--- config.mk ---
export PLATFORM = sky130hd
export DESIGN_NAME = mem_access_unit
export DESIGN_NICKNAME = d
export VERILOG_FILES = /design/src/rtl/mem_access_unit.sv
export SDC_FILE = /design/constraint.sdc
export NUM_CORES = 1
export LEC_CHECK = 0
export ABC_CLOCK_PERIOD_IN_PS = 1770
export BUFFER_PORTS_ARGS = -buffer_cell sky130_fd_sc_hd__clkbuf_2
export CAP_MARGIN = 20
export CORE_MARGIN = 5
export CORE_UTILIZATION = 30
export CTS_BUF_LIST = sky130_fd_sc_hd__clkbuf_8
export CTS_CLUSTER_SIZE = 8
export DETAILED_ROUTE_END_ITERATION = 10
export GPL_TIMING_DRIVEN = 0
export SLEW_MARGIN = 20
export SYNTH_ARGS = -nofsm -noshare
export SYNTH_HDL_FRONTEND = slang
export SYNTH_SLANG_ARGS = --single-unit
--- constraint.sdc ---
create_clock -name Clk -period 1.77 [get_ports Clk]
set_input_delay 0.177 -clock Clk [delete_from_list [all_inputs] [get_ports Clk]]
set_output_delay 0.177 -clock Clk [all_outputs]
set_load 0.02 [all_outputs]
--- src/rtl/mem_access_unit.sv ---
// Memory access sequencer: holds MAR/MDR and drives active-low SRAM strobes
// for a fixed number of wait cycles per read or write, then pulses Ready.
module mem_access_unit #(
    parameter int WAIT_CYCLES = 2
) (
    input  logic        Clk,
    input  logic        Reset,
    input  logic [15:0] Bus,
    input  logic        LD_MAR,
    input  logic        LD_MDR,
    input  logic        Start_R,
    input  logic        Start_W,
    input  logic [15:0] Data_from_SRAM,
    output logic [15:0] MAR,
    output logic [15:0] MDR,
    output logic [15:0] ADDR,
    output logic [15:0] Data_to_SRAM,
    output logic        CE_n,
    output logic        OE_n,
    output logic        WE_n,
    output logic        Busy,
    output logic        Ready
);

    typedef enum logic [1:0] {
        IDLE  = 2'd0,
        READ  = 2'd1,
        WRITE = 2'd2,
        DONE  = 2'd3
    } state_t;

    localparam logic [3:0] CNT_INIT = 4'(WAIT_CYCLES - 1);

    state_t      state_q, state_d;
    logic [3:0]  cnt_q, cnt_d;
    logic [15:0] mar_q, mar_d;
    logic [15:0] mdr_q, mdr_d;

    always_ff @(posedge Clk) begin
        if (Reset) begin
            state_q <= IDLE;
            cnt_q   <= 4'd0;
            mar_q   <= 16'h0000;
            mdr_q   <= 16'h0000;
        end else begin
            state_q <= state_d;
            cnt_q   <= cnt_d;
            mar_q   <= mar_d;
            mdr_q   <= mdr_d;
        end
    end

    // Registers only accept bus loads in IDLE so the address and write data
    // stay frozen for the whole access; requests while busy are dropped.
    always_comb begin
        state_d = state_q;
        cnt_d   = cnt_q;
        mar_d   = mar_q;
        mdr_d   = mdr_q;
        case (state_q)
            IDLE: begin
                if (LD_MAR) mar_d = Bus;
                if (LD_MDR) mdr_d = Bus;
                if (Start_R) begin
                    state_d = READ;
                    cnt_d   = CNT_INIT;
                end else if (Start_W) begin
                    state_d = WRITE;
                    cnt_d   = CNT_INIT;
                end
            end
            READ: begin
                if (cnt_q == 4'd0) begin
                    mdr_d   = Data_from_SRAM;
                    state_d = DONE;
                end else begin
                    cnt_d = cnt_q - 4'd1;
                end
            end
            WRITE: begin
                if (cnt_q == 4'd0) begin
                    state_d = DONE;
                end else begin
                    cnt_d = cnt_q - 4'd1;
                end
            end
            DONE: begin
                state_d = IDLE;
            end
            default: begin
                state_d = IDLE;
                cnt_d   = 4'd0;
            end
        endcase
    end

    // Strobes decode from the state register alone: no input reaches them combinationally.
    assign CE_n         = ~((state_q == READ) || (state_q == WRITE));
    assign OE_n         = ~(state_q == READ);
    assign WE_n         = ~(state_q == WRITE);
    assign Ready        = (state_q == DONE);
    assign Busy         = (state_q != IDLE);
    assign MAR          = mar_q;
    assign MDR          = mdr_q;
    assign ADDR         = mar_q;
    assign Data_to_SRAM = (state_q == WRITE) ? mdr_q : 16'h0000;

endmodule

Yosys cells after proc, flatten, opt, wreduce, memory -nomap -nowiden --
Cells that the tools add are included.
Word-level totals: register bits after elaboration 38, bits of input ports 38, output and inout bits 69, logic and storage cells 39
Cells by class: add/sub/neg operators 1, equality and inequality tests 8, mux-type cells 12, bitwise logic cells 3, reduce and logical (&&, ||, !) cells 11
Operators with widths (count):
- 2-to-1 mux 16 bit | 3
- one-hot mux 16 bit (2 select lines) | 1
- 2-to-1 mux 4 bit | 3
- one-hot mux 4 bit (2 select lines) | 1
- 2-to-1 mux 2 bit | 3
- inequality test 2 bit (second input constant) | 3
- one-hot mux 2 bit (3 select lines) | 1
- AND reduction 3 bit | 2
- nonzero test 2 bit | 3
- == test 2 bit (second input constant) | 2
- logical NOT 4 bit | 1
- AND reduction 2 bit | 2
- subtractor 4 x 1 -> 4 bit (second input constant) | 1
- inequality test 3 bit (second input constant) | 1
- NOT 1 bit | 3
- == test 2 x 1 -> 1 bit (second input constant) | 1
- logical NOT 2 bit | 1
- inequality test 2 x 1 -> 1 bit (second input constant) | 1
- OR reduction 2 bit | 1
- logical OR 1 bit | 1

Logic depth before layout (Yosys ltp) --
Gate-level depths: netlist (run 1).
depth in word-level cells 4, depth in mapped cells 8, depth with buffers taken out 5

Worst setup path before layout (run 1) --
OpenSTA, ideal clock, no wires.
kind flip-flop to flip-flop, start register state_q[1], end register mdr_q[10], in the netlist MDR[10], library setup time 0.116 ns, arrival 1.598 ns, required time 1.654 ns, path slack 0.056 ns, stages on the path, launching flop included 8, path through dfxtp_1 inv_1 ha_1 buf_4 inv_1 clkbuf_1 o211ai_1 o211a_1
On the way: cells in the longest elaborated chain, start to end 3, elaborated cells between the ends (all ways) 7, those cells by class 3 x eq/ne; 1 x mux; 3 x reduce/logical
Ends and longest elaborated chain:
- start, declared | RTL line 34 | state_t state_q, state_d;
- start signal, assigned | RTL line 46 | state_q <= state_d;
- == test 2 x 1 -> 1 bit or logical NOT 2 bit (tied branches) | RTL line 60 | case (state_q)
- inequality test 2 bit (no line) or nonzero test 2 bit (tied branches)
- AND reduction 3 bit (no line)
- end signal, assigned | RTL line 49 | mdr_q <= mdr_d;
- end, declared | RTL line 37 | logic [15:0] mdr_q, mdr_d;
Several ways; a longest one is shown, not always the timed one. A chain may end at the register's enable or synchronous reset.

Worst setup path in the final report (run 1) --
Same ends and word-level chain as after synthesis.

==> impl_summary.log, run 1 <==
INFO  metric run_status = finished, final reports clean
INFO  metric r2r_cells = 7
INFO  metric finalHoldViolCount = 0
INFO  metric clock_sink_count = 38
INFO  metric routabilityCongestion = 0.743
INFO  metric core_area = 6720 um^2
INFO  metric finalCriticalPeriod = 1.72 ns
INFO  metric nature_of_the_critical_path_startpoint = flop
INFO  metric cts_buffers = 5
INFO  metric synthesis.yosys.warnings = 0
INFO  metric cts_tree = built
INFO  metric mostFrequentLayoutCell = sky130_fd_sc_hd__clkbuf_2
INFO  metric hold_start = Reset
INFO  metric num-nets-final = 400
INFO  metric worst_hold_path_ep = state_q[0]
INFO  metric die-area = 8620 um^2
INFO  metric dp_cells = 418
INFO  metric avgRoutedWirePerCell = 14.5 um
INFO  metric postCtsHoldBufs = 0
INFO  metric worstSkewPairLatency = 0.29 ns
INFO  metric gr_overflow_total = 0
INFO  metric detailed_place.area = 2690 um^2
INFO  metric ys_seq_elements = 38
INFO  metric die-height = 92.9 um
INFO  metric firstDrtPassIters = 4
INFO  metric power.ir.vdd_worst = 0.000626 V
INFO  metric timing.clock.skew = 0.00748 ns
INFO  metric mappedNetlistArea = 2060 um^2
INFO  metric route.antenna.remaining_nets = 0
INFO  metric postLayoutSetupSlackWorst = 0.0545 ns
INFO  metric final_layout_size_suffix_gt1_share = 46.5%
INFO  metric cp_cell_sequence = inv_2 > ha_1 > buf_6 > mux2_4 > a21boi_4 > buf_4 > o211a_1
INFO  metric die_w = 92.9 um
INFO  metric cp_top_family = compound AO/OA/AOI/OAI gates
INFO  metric power.density_cell_area = 1730 nW/um^2
INFO  metric drtIter0Drc = 72
INFO  metric pre_cts_ws = -0.0505 ns
INFO  metric finish.cell_count_without_fillers = 437
INFO  metric total_leakage_power = 1.54 nW
INFO  metric remaining_drc_errors = 0
INFO  metric route.final.wire_length = 6350 um
INFO  metric critPathArrivalTime = 1.91 ns
INFO  metric slowest_stage = sky130_fd_sc_hd__dfxtp_4
INFO  metric cts.path.max_buffers = 2
INFO  metric worstReg2RegEnd = MDR[10]
INFO  metric critical_path_required = 1.96 ns
INFO  metric commonest_cells_after_routing_fill_and_taps_aside = sky130_fd_sc_hd__clkbuf_2, sky130_fd_sc_hd__dfxtp_1, sky130_fd_sc_hd__nand2_1
INFO  metric synth.yosys.seq_area_share = 36.9%
INFO  metric timing_max_transition_violations_final = 0
INFO  metric cts_htree_levels = 2
INFO  metric number_of_global_route_vias_before_repair = 1,934
INFO  metric max_cap_violations = 0
INFO  metric initial_antenna_violation_count = 0
INFO  metric reg2reg_from = state_q[1]
INFO  metric finalSetupViolCount = 0
INFO  metric core.rowCount = 30
INFO  metric routed_via_density = 4.73
INFO  metric timing_worst_slew_pin_value = 0.522 ns
INFO  metric initial_core_util = 30.7%
INFO  metric cell_count_of_the_worst_hold_path = 2
INFO  metric finalInstanceArea = 2940 um^2
INFO  metric clock_tree.root_cell = sky130_fd_sc_hd__clkbuf_8
INFO  metric synth.lib_cells_used.distinct = 34
INFO  metric timing.final.crit_share = 96.9%
INFO  metric slew_headroom = 65.1%
INFO  metric grt.total_usage = 14.0%
INFO  metric worst_hold_path_type = input port to flop
INFO  metric worst_setup_hold_path_clk_slew = 0.08 ns
INFO  metric port_buffers = 106
INFO  metric pin_count_of_the_biggest_net_entering_global_routing = 13
INFO  metric synth.net_count = 276
INFO  metric vias = 2,065
INFO  metric fmax = 583 MHz
INFO  metric detailed_place_hpwl = 4900 um
INFO  metric final.setup.tns = 0 ns
INFO  metric critPathMaxFanout = 9
INFO  metric worst-setup-path-type = flop to flop
INFO  metric ff2ff_setup_slack = 0.05 ns
INFO  metric flow.area_growth_from_synthesis = 42.6%
INFO  metric cp-end-kind = flop
INFO  metric synth.avg_cell_area = 8.88 um^2
INFO  metric critPathBufInv = 3
INFO  metric grt_first_pass_wirelength = 9650 um
INFO  metric synth_cells = 232
INFO  metric critical-path-max-stage-delay = 0.36 ns
INFO  metric antenna-diode-count = 0
INFO  metric num_io_pins = 107
[where the power goes]
part,internal [W],switching [W],leakage [nW],total (W)
Clock,0.000313,0.000319,0.0472,0.000632
Sequential,0.00114,0.000226,0.314,0.00136
Combinational,0.00131,0.00176,1.18,0.00307
[registers in the layout (all words and copies together), names as in the netlist]
signal	cells
cnt_q	4
MDR	16
state_q	2
ADDR	16
[what timing repair did]
action                     CTS  global route
setup endpoints to repair   21            34
gates cloned                 0             2
setup buffers                1            10
pin swaps                    0             1
resized for setup            9            15
[logic make-up (layout without fill, tap and decap cells)]
| kind of cell | after synthesis | count (layout) | share of synthesized area (%) |
|---|---|---|---|
| adders and majority gates | 6 | 6 | 3.65 |
| AOI/OAI and AO/OA | 63 | 63 | 22.8 |
| and+or+nand+nor | 67 | 67 | 16.9 |
| buffers and inverters | 41 | 166 | 11.2 |
| muxes | 17 | 17 | 8.51 |
| DFF | 38 | 38 | 36.9 |
[metal layers]
layer,up-vias,wire length [um],global-route usage [%]
li1,1051,-,-
met1,951,2860,17.7
met2,57,3120,23.4
met3,6,303,3.25
met4,0,66,4.40
met5,-,0,0
[cell type report]
cell class / count / area, um^2
Buffer: 29 / 205
Clock buffer: 6 / 82.6
Clock inverter: 2 / 12.5
Fill cell: 678 / 3780
Inverter: 10 / 43.8
Multi-Input combinational cell: 153 / 1100
Sequential cell: 38 / 766
Tap cell: 80 / 100
Timing Repair Buffer: 119 / 626
[stage by stage]
| step | power [W] | hold WS [ns] | utilization (%) |
|---|---|---|---|
| final | 0.00507 | 0.0916 | 43.7 |
| after CTS | 0.00481 | 0.0855 | 41.8 |
| after floorplan | 0.00329 | 0.256 | - |
| after global placement | 0.00407 | 0.408 | 40.0 |
| after global routing | 0.00545 | 0.105 | 43.7 |
| after detailed placement | 0.00410 | 0.412 | 40.0 |
[how the worst max path moves through the flow]
stage	from	endpoint	slack [ns]	cells after the start
finish	state_q[1]	MDR[10]	0.05	7
global route	state_q[1]	MDR[10]	-0.005	7
CTS	state_q[0]	Data_to_SRAM[13]	-0.02	5
detailed placement	state_q[0]	MDR[7]	-0.05	7
global placement	state_q[0]	MDR[13]	-0.02	7
floorplan	state_q[1]	MDR[10]	0.06	7
[Yosys cell counts, drive strengths merged]
| library cell | n | area share (%) |
|---|---|---|
| a21boi | 1 | 0.91 |
| a21oi | 18 | 4.4 |
| a221oi | 2 | 0.85 |
| a31oi | 2 | 0.61 |
| and2 | 17 | 5.2 |
| buf | 22 | 7.7 |
| clkbuf | 9 | 1.6 |
| dfxtp | 38 | 37 |
| ha | 6 | 3.6 |
| inv | 10 | 1.8 |
| mux2 | 1 | 0.73 |
| mux2i | 16 | 7.8 |
| nand2 | 33 | 6.0 |
| nand2b | 1 | 0.30 |
| nand4 | 2 | 0.61 |
| nand4bb | 1 | 0.55 |
| nor2 | 1 | 0.18 |
| nor2b | 2 | 0.61 |
| nor3 | 2 | 0.49 |
| nor3b | 3 | 1.1 |
| nor4 | 2 | 0.61 |
| o211a | 16 | 7.8 |
| o211ai | 16 | 5.8 |
| o21a | 1 | 0.36 |
| o21ai | 4 | 0.97 |
| o31a | 1 | 0.43 |
| o31ai | 2 | 0.73 |
| or2 | 1 | 0.30 |
| or3b | 2 | 0.97 |
No activity file was read; power rests on OpenSTA's default activity.
==> run 2: changes to the inputs <==
Settings changed: CORE_UTILIZATION 30 to 42, PLACE_DENSITY set to 0.78.
==> impl_summary.log, run 2 (synthesis results as in run 1) <==
INFO  metric firstDrtPassIters = 4 (unchanged)
INFO  metric route.final.wire_length = 6070 um (-4.4%)
INFO  metric die_w = 80.0 um (-14%)
INFO  metric postCtsHoldBufs = 0 (unchanged)
INFO  metric cp-end-kind = flop
INFO  metric clock_power_share = 12.5% (about the same)
INFO  metric dp_cells = 405 (-3.1%)
INFO  metric number_of_global_route_vias_before_repair = 1,881 (-2.7%)
INFO  metric worst_hold_path_ep = state_q[0]
INFO  metric power.share.combinational = 60.1% (-0.5 points)
INFO  metric p_total = 0.00492 W (-2.9%)
INFO  metric remaining_drc_errors = 0 (unchanged)
INFO  metric worstReg2RegEnd = MDR[13]
INFO  metric antenna-diode-count = 0 (unchanged)
INFO  metric power.ir.vdd_worst = 0.00115 V (+84%)
INFO  metric initial_core_util = 43.3% (+13 points)
INFO  metric initial_antenna_violation_count = 0 (unchanged)
INFO  metric nature_of_the_critical_path_startpoint = flop
INFO  metric slew_headroom = 65.2% (about the same)
INFO  metric power.internal = 0.00266 W (-3.9%)
INFO  metric grt_first_pass_wirelength = 9160 um (-5.1%)
INFO  metric gr_overflow_total = 0 (unchanged)
INFO  metric cts.path.max_buffers = 2 (unchanged)
INFO  metric cts_tree = built
INFO  metric worst-setup-path-type = flop to flop
INFO  metric worst_hold_path_type = input port to flop
INFO  metric net_switching_power_of_the_design = 0.00227 W (-1.7%)
INFO  metric power.share.switching = 46.0% (+0.55 points)
INFO  metric pin_count_of_the_biggest_net_entering_global_routing = 13 (unchanged)
INFO  metric ff2ff_setup_slack = 0.04 ns (about the same)
INFO  metric hold_start = Reset
INFO  metric cts_buffers = 5 (unchanged)
INFO  metric route.antenna.remaining_nets = 0 (unchanged)
INFO  metric core_area = 4750 um^2 (-29%)
INFO  metric timing_worst_slew_pin_value = 0.521 ns (-0.000516 ns)
INFO  metric die-height = 80.0 um (-14%)
INFO  metric worstSkewPairLatency = 0.29 ns (about the same)
INFO  metric core.rowCount = 25 (-17%)
INFO  metric routed_via_density = 4.94 (+4.5%)
INFO  metric total_leakage_power = 1.52 nW (-1.6%)
INFO  metric timing_max_transition_violations_final = 0 (unchanged)
INFO  metric finalHoldViolCount = 0 (unchanged)
INFO  metric timing.clock.skew = 0.00578 ns (-0.00170 ns)
INFO  metric max_cap_violations = 0 (unchanged)
INFO  metric vias = 2,069 (+0.19%)
INFO  metric port_buffers = 106 (unchanged)
INFO  metric commonest_cells_after_routing_fill_and_taps_aside = sky130_fd_sc_hd__clkbuf_2, sky130_fd_sc_hd__dfxtp_1, sky130_fd_sc_hd__nand2_1
INFO  metric detailed_place_hpwl = 4650 um (-5.1%)
INFO  metric power.density_cell_area = 1720 nW/um^2 (-0.52%)
INFO  metric run_status = finished, final reports clean
INFO  metric slowest_stage = sky130_fd_sc_hd__dfxtp_2
INFO  metric routabilityCongestion = 0.873 (+18%)
INFO  metric drtIter0Drc = 125 (+74%)
INFO  metric pre_cts_ws = -0.0373 ns (+0.0132 ns)
INFO  metric clock_tree.root_cell = sky130_fd_sc_hd__clkbuf_8
INFO  metric timing.final.crit_share = 97.6% (+0.63 points)
INFO  metric finalCriticalPeriod = 1.73 ns (+0.0112 ns)
INFO  metric layout.core_utilization = 60.3% (+17 points)
INFO  metric grt_setup_unrepaired = false
INFO  metric postLayoutSetupSlackWorst = 0.0432 ns (-0.0112 ns)
INFO  metric finish.cell_count_without_fillers = 419 (-4.1%)
INFO  metric grt.total_usage = 18.0% (+4.0 points)
INFO  metric mostFrequentLayoutCell = sky130_fd_sc_hd__clkbuf_2
INFO  metric worst_setup_hold_path_clk_slew = 0.07 ns (about the same)
INFO  metric die-area = 6400 um^2 (-26%)
INFO  metric cell_count_of_the_worst_hold_path = 2 (unchanged)
INFO  metric avgRoutedWirePerCell = 14.5 um (-0.26%)
INFO  metric reg2reg_from = state_q[0]
INFO  metric seqPwrFrac = 27.4% (+0.5 points)
INFO  metric critical-path-max-stage-delay = 0.36 ns (about the same)
INFO  metric num_io_pins = 107 (unchanged)
INFO  metric cts_htree_levels = 2 (unchanged)
INFO  metric fmax = 579 MHz (-0.65%)
INFO  metric critPathArrivalTime = 1.91 ns (about the same)
INFO  metric r2r_cells = 7 (unchanged)
INFO  metric cp_cell_sequence = inv_2 > ha_1 > buf_4 > mux2_4 > a21boi_4 > buf_6 > o211a_1
INFO  metric finalSetupViolCount = 0 (unchanged)
INFO  metric critical_path_required = 1.95 ns (about the same)
INFO  metric flow.area_growth_from_synthesis = 39.2%
INFO  metric critPathMaxFanout = 10 (+1)
INFO  metric num-nets-final = 395 (-1.3%)
INFO  metric clock_sink_count = 38 (unchanged)
INFO  metric final_layout_size_suffix_gt1_share = 44.9% (-1.6 points)
[run 2: cell count changes in the layout (fill, tap and decap cells not counted), moves of 2 or more]
cell	delta
sky130_fd_sc_hd__buf_4	-3
sky130_fd_sc_hd__buf_2	-2
sky130_fd_sc_hd__clkbuf_4	+2
sky130_fd_sc_hd__ha_1	+2
[run 2: worst max-delay path: cells and delay by family (launching register included)]
kind / cells / cell delay (ns)
DFF: 1 / 0.36
buffers and inverters: 3 / 0.37
AOI/OAI and AO/OA: 2 / 0.37
muxes: 1 / 0.33
adders and majority gates: 1 / 0.19
[run 2: power by group through the flow]
stage	Clock [W]	Sequential, W	Combinational [W]
3_5_place_dp	0	0.00136	0.00272
5_1_grt	0.000660	0.00140	0.00319
4_1_cts	0.000626	0.00135	0.00283
3_3_place_gp	0	0.00135	0.00268
2_1_floorplan	0	0.00159	0.00170
6_report	0.000615	0.00135	0.00296
[run 2: layout make-up]
class,instances,area [um^2]
well taps,67,83.8
repair buffers,114,591
plain buffers,29,206
fillers,442,1890
clock buffers,6,82.6
flip-flops and latches,38,763
multi-input cells,153,1090
clock inverters,2,12.5
inverters,10,41.3
[run 2: repair_timing]
item	4_1_cts	5_1_grt
endpoints found under the hold margin	0	0
resized for setup	11	7
endpoints found under the setup margin	21	35
pin swaps	0	1
buffers inserted	2	6
[run 2: per-layer routing]
layer	vias to the layer above	part of all wire, %	global-route usage (%)
met1	951	43	22.9
met5	-	0	0
met4	0	1.4	5.57
met2	70	49	30.7
li1	1040	-	-
met3	8	5.7	3.05
[run 2: worst max path at each step]
stage          startpoint      end  slack, ns
6_report       state_q[0]  MDR[13]       0.04
5_1_grt        state_q[0]  MDR[12]      0.003
4_1_cts        state_q[0]  MDR[13]     -0.009
3_5_place_dp   state_q[0]   MDR[7]      -0.04
2_1_floorplan  state_q[1]  MDR[10]       0.06
3_3_place_gp   state_q[0]   MDR[7]     -0.006
[run 2: metrics by stage]
stage,setup TNS [ns],cell area (um^2),hold slack [ns]
after floorplan,0,2060,0.256
after global placement,-0.0360,2670,0.405
after detailed placement,-0.256,2670,0.410
after CTS,-0.00909,2820,0.0919
after global routing,0,2870,0.113
final,0,2870,0.0974
==> run 3: changes to the inputs <==
Settings changed: CORE_UTILIZATION 42 to 41, CTS_BUF_LIST sky130_fd_sc_hd__clkbuf_8 to sky130_fd_sc_hd__clkbuf_4 sky130_fd_sc_hd__clkbuf_8 sky130_fd_sc_hd__clkbuf_16, PLACE_DENSITY 0.78 to 0.77.
==> impl_summary.log, run 3 (synthesis results as in run 1) <==
INFO  metric fillCellCount = 451 (+2.0%)
INFO  metric nature_of_the_critical_path_startpoint = flop
INFO  metric cts.path.max_buffers = 2 (unchanged)
INFO  metric timing.final.crit_share = 97.7% (+0.12 points)
INFO  metric die_w = 80.9 um (+1.1%)
INFO  metric gr_overflow_total = 0 (unchanged)
INFO  metric commonest_cells_after_routing_fill_and_taps_aside = sky130_fd_sc_hd__clkbuf_2, sky130_fd_sc_hd__dfxtp_1, sky130_fd_sc_hd__nand2_1
INFO  metric r2r_cells = 7 (unchanged)
INFO  metric remaining_drc_errors = 0 (unchanged)
INFO  metric worstSkewPairLatency = 0.29 ns (about the same)
INFO  metric layout.core_utilization = 59.7% (-0.58 points)
INFO  metric mostFrequentLayoutCell = sky130_fd_sc_hd__clkbuf_2
INFO  metric clock_tree.root_cell = sky130_fd_sc_hd__clkbuf_8
INFO  metric num-nets-final = 397 (+0.51%)
INFO  metric core_area = 4790 um^2 (+0.66%)
INFO  metric firstDrtPassIters = 6 (+2)
INFO  metric cp-end-kind = flop
INFO  metric finalHoldViolCount = 0 (unchanged)
INFO  metric cts_buffers = 5 (unchanged)
INFO  metric flow.area_growth_from_synthesis = 38.8%
INFO  metric finalCriticalPeriod = 1.73 ns (+0.00210 ns)
INFO  metric worst-setup-path-type = flop to flop
INFO  metric grt.total_usage = 18.0% (+0.049 points)
INFO  metric num_io_pins = 107 (unchanged)
INFO  metric port_buffers = 106 (unchanged)
INFO  metric route.final.wire_length = 6080 um (+0.12%)
INFO  metric number_of_global_route_vias_before_repair = 1,902 (+1.1%)
INFO  metric critical_path_required = 1.94 ns (about the same)
INFO  metric power.density_cell_area = 1710 nW/um^2 (-0.71%)
INFO  metric postCtsHoldBufs = 0 (unchanged)
INFO  metric max_cap_violations = 0 (unchanged)
INFO  metric worst_hold_slack_after_final_layout = 0.0993 ns (+0.00198 ns)
INFO  metric die-height = 80.9 um (+1.1%)
INFO  metric worst_setup_hold_path_clk_slew = 0.07 ns (about the same)
INFO  metric multi_input_comb_area = 1080 um^2 (-0.46%)
INFO  metric vias = 2,078 (+0.43%)
INFO  metric routed_via_density = 4.95 (+0.20%)
INFO  metric cell_count_of_the_worst_hold_path = 2 (unchanged)
INFO  metric slew_headroom = 65.5% (+0.28 points)
INFO  metric antenna-diode-count = 0 (unchanged)
INFO  metric critPathArrivalTime = 1.90 ns (about the same)
INFO  metric run_status = finished, final reports clean
INFO  metric cts_htree_levels = 2 (unchanged)
INFO  metric drtIter0Drc = 169 (+35%)
INFO  metric clock_sink_count = 38 (unchanged)
INFO  metric initial_antenna_violation_count = 0 (unchanged)
INFO  metric route.antenna.remaining_nets = 0 (unchanged)
INFO  metric final_layout_size_suffix_gt1_share = 44.8% (-0.13 points)
INFO  metric grt_first_pass_wirelength = 9230 um (+0.75%)
INFO  metric cts_tree = built
INFO  metric initial_core_util = 43.0% (-0.28 points)
INFO  metric detailed_place_hpwl = 4650 um (about the same)
INFO  metric timing.clock.skew = 0.00721 ns (+0.00142 ns)
INFO  metric finalSetupViolCount = 0 (unchanged)
INFO  metric timing_max_transition_violations_final = 0 (unchanged)
INFO  metric fmax = 578 MHz (-0.12%)
INFO  metric core.rowCount = 25 (unchanged)
INFO  metric timing_worst_slew_pin_value = 0.518 ns (-0.00307 ns)
INFO  metric avgRoutedWirePerCell = 14.5 um (-0.12%)
INFO  metric pin_count_of_the_biggest_net_entering_global_routing = 12 (-1)
INFO  metric routabilityCongestion = 0.866 (-0.85%)
INFO  metric total_leakage_power = 1.52 nW (+0.22%)
INFO  metric die-area = 6540 um^2 (+2.1%)
INFO  metric worst_hold_path_type = input port to flop
INFO  metric power.ir.vdd_worst = 0.00102 V (-12%)
INFO  metric critPathMaxFanout = 10 (unchanged)
INFO  metric final-seq-area = 763 um^2 (unchanged)
run 3: layer usage:
layer	wire (um)	global-route usage, %
met5	0	0
met4	70	5.91
met3	406	3.33
met2	2910	30.5
met1	2690	23.1
run 3: per-stage QoR:
stage / area (um^2) / setup slack [ns] / TNS, ns / power, W / instances
2_1_floorplan: 2060 / 0.0558 / 0 / 0.00329 / 232
3_3_place_gp: 2670 / -0.00846 / -0.0604 / 0.00403 / 405
3_5_place_dp: 2670 / -0.0506 / -0.416 / 0.00409 / 405
4_1_cts: 2790 / 0.00123 / 0 / 0.00475 / 415
5_1_grt: 2860 / -0.0469 / -0.248 / 0.00522 / 420
6_report: 2860 / 0.0412 / 0 / 0.00487 / 420
run 3: layout make-up:
| class | count | share of cell area (%) |
|---|---|---|
| Buffer | 29 | 7.14 |
| Clock buffer | 5 | 2.41 |
| Clock inverter | 2 | 0.350 |
| Inverter | 10 | 1.44 |
| Multi-Input combinational cell | 153 | 37.8 |
| Sequential cell | 38 | 26.7 |
| Tap cell | 67 | 2.93 |
| Timing Repair Buffer | 116 | 21.2 |
run 3: path summary, 6_finish.rpt:
| path | startpoint | end | slack, ns |
|---|---|---|---|
| max | state_q[0] | MDR[1] | 0.04 |
| max reg2reg | state_q[0] | MDR[1] | 0.04 |
| min | Reset | state_q[0] | 0.1 |
| min reg2reg | ADDR[1] | ADDR[1] | 0.47 |
run 3: repair_timing:
action                     CTS  global route
setup endpoints to repair   22            31
gates resized for setup      8             9
pin swaps                    0             1
buffers inserted             3             7
run 3: worst max-delay path, cell delays in order (launching register included):
cell and delay (ns):
sky130_fd_sc_hd__dfxtp_2 0.35, sky130_fd_sc_hd__inv_2 0.07, sky130_fd_sc_hd__ha_1 0.19, sky130_fd_sc_hd__buf_4 0.16, sky130_fd_sc_hd__mux2_4 0.33, sky130_fd_sc_hd__a21boi_4 0.16
sky130_fd_sc_hd__buf_4 0.14, sky130_fd_sc_hd__o211a_1 0.21
run 3: where the power goes:
part	leakage (nW)	switching (W)	internal (W)	total, W
sequential	0.314	0.000211	0.00113	0.00135
combinational	1.16	0.00175	0.00122	0.00297
clock	0.0438	0.000289	0.000264	0.000553
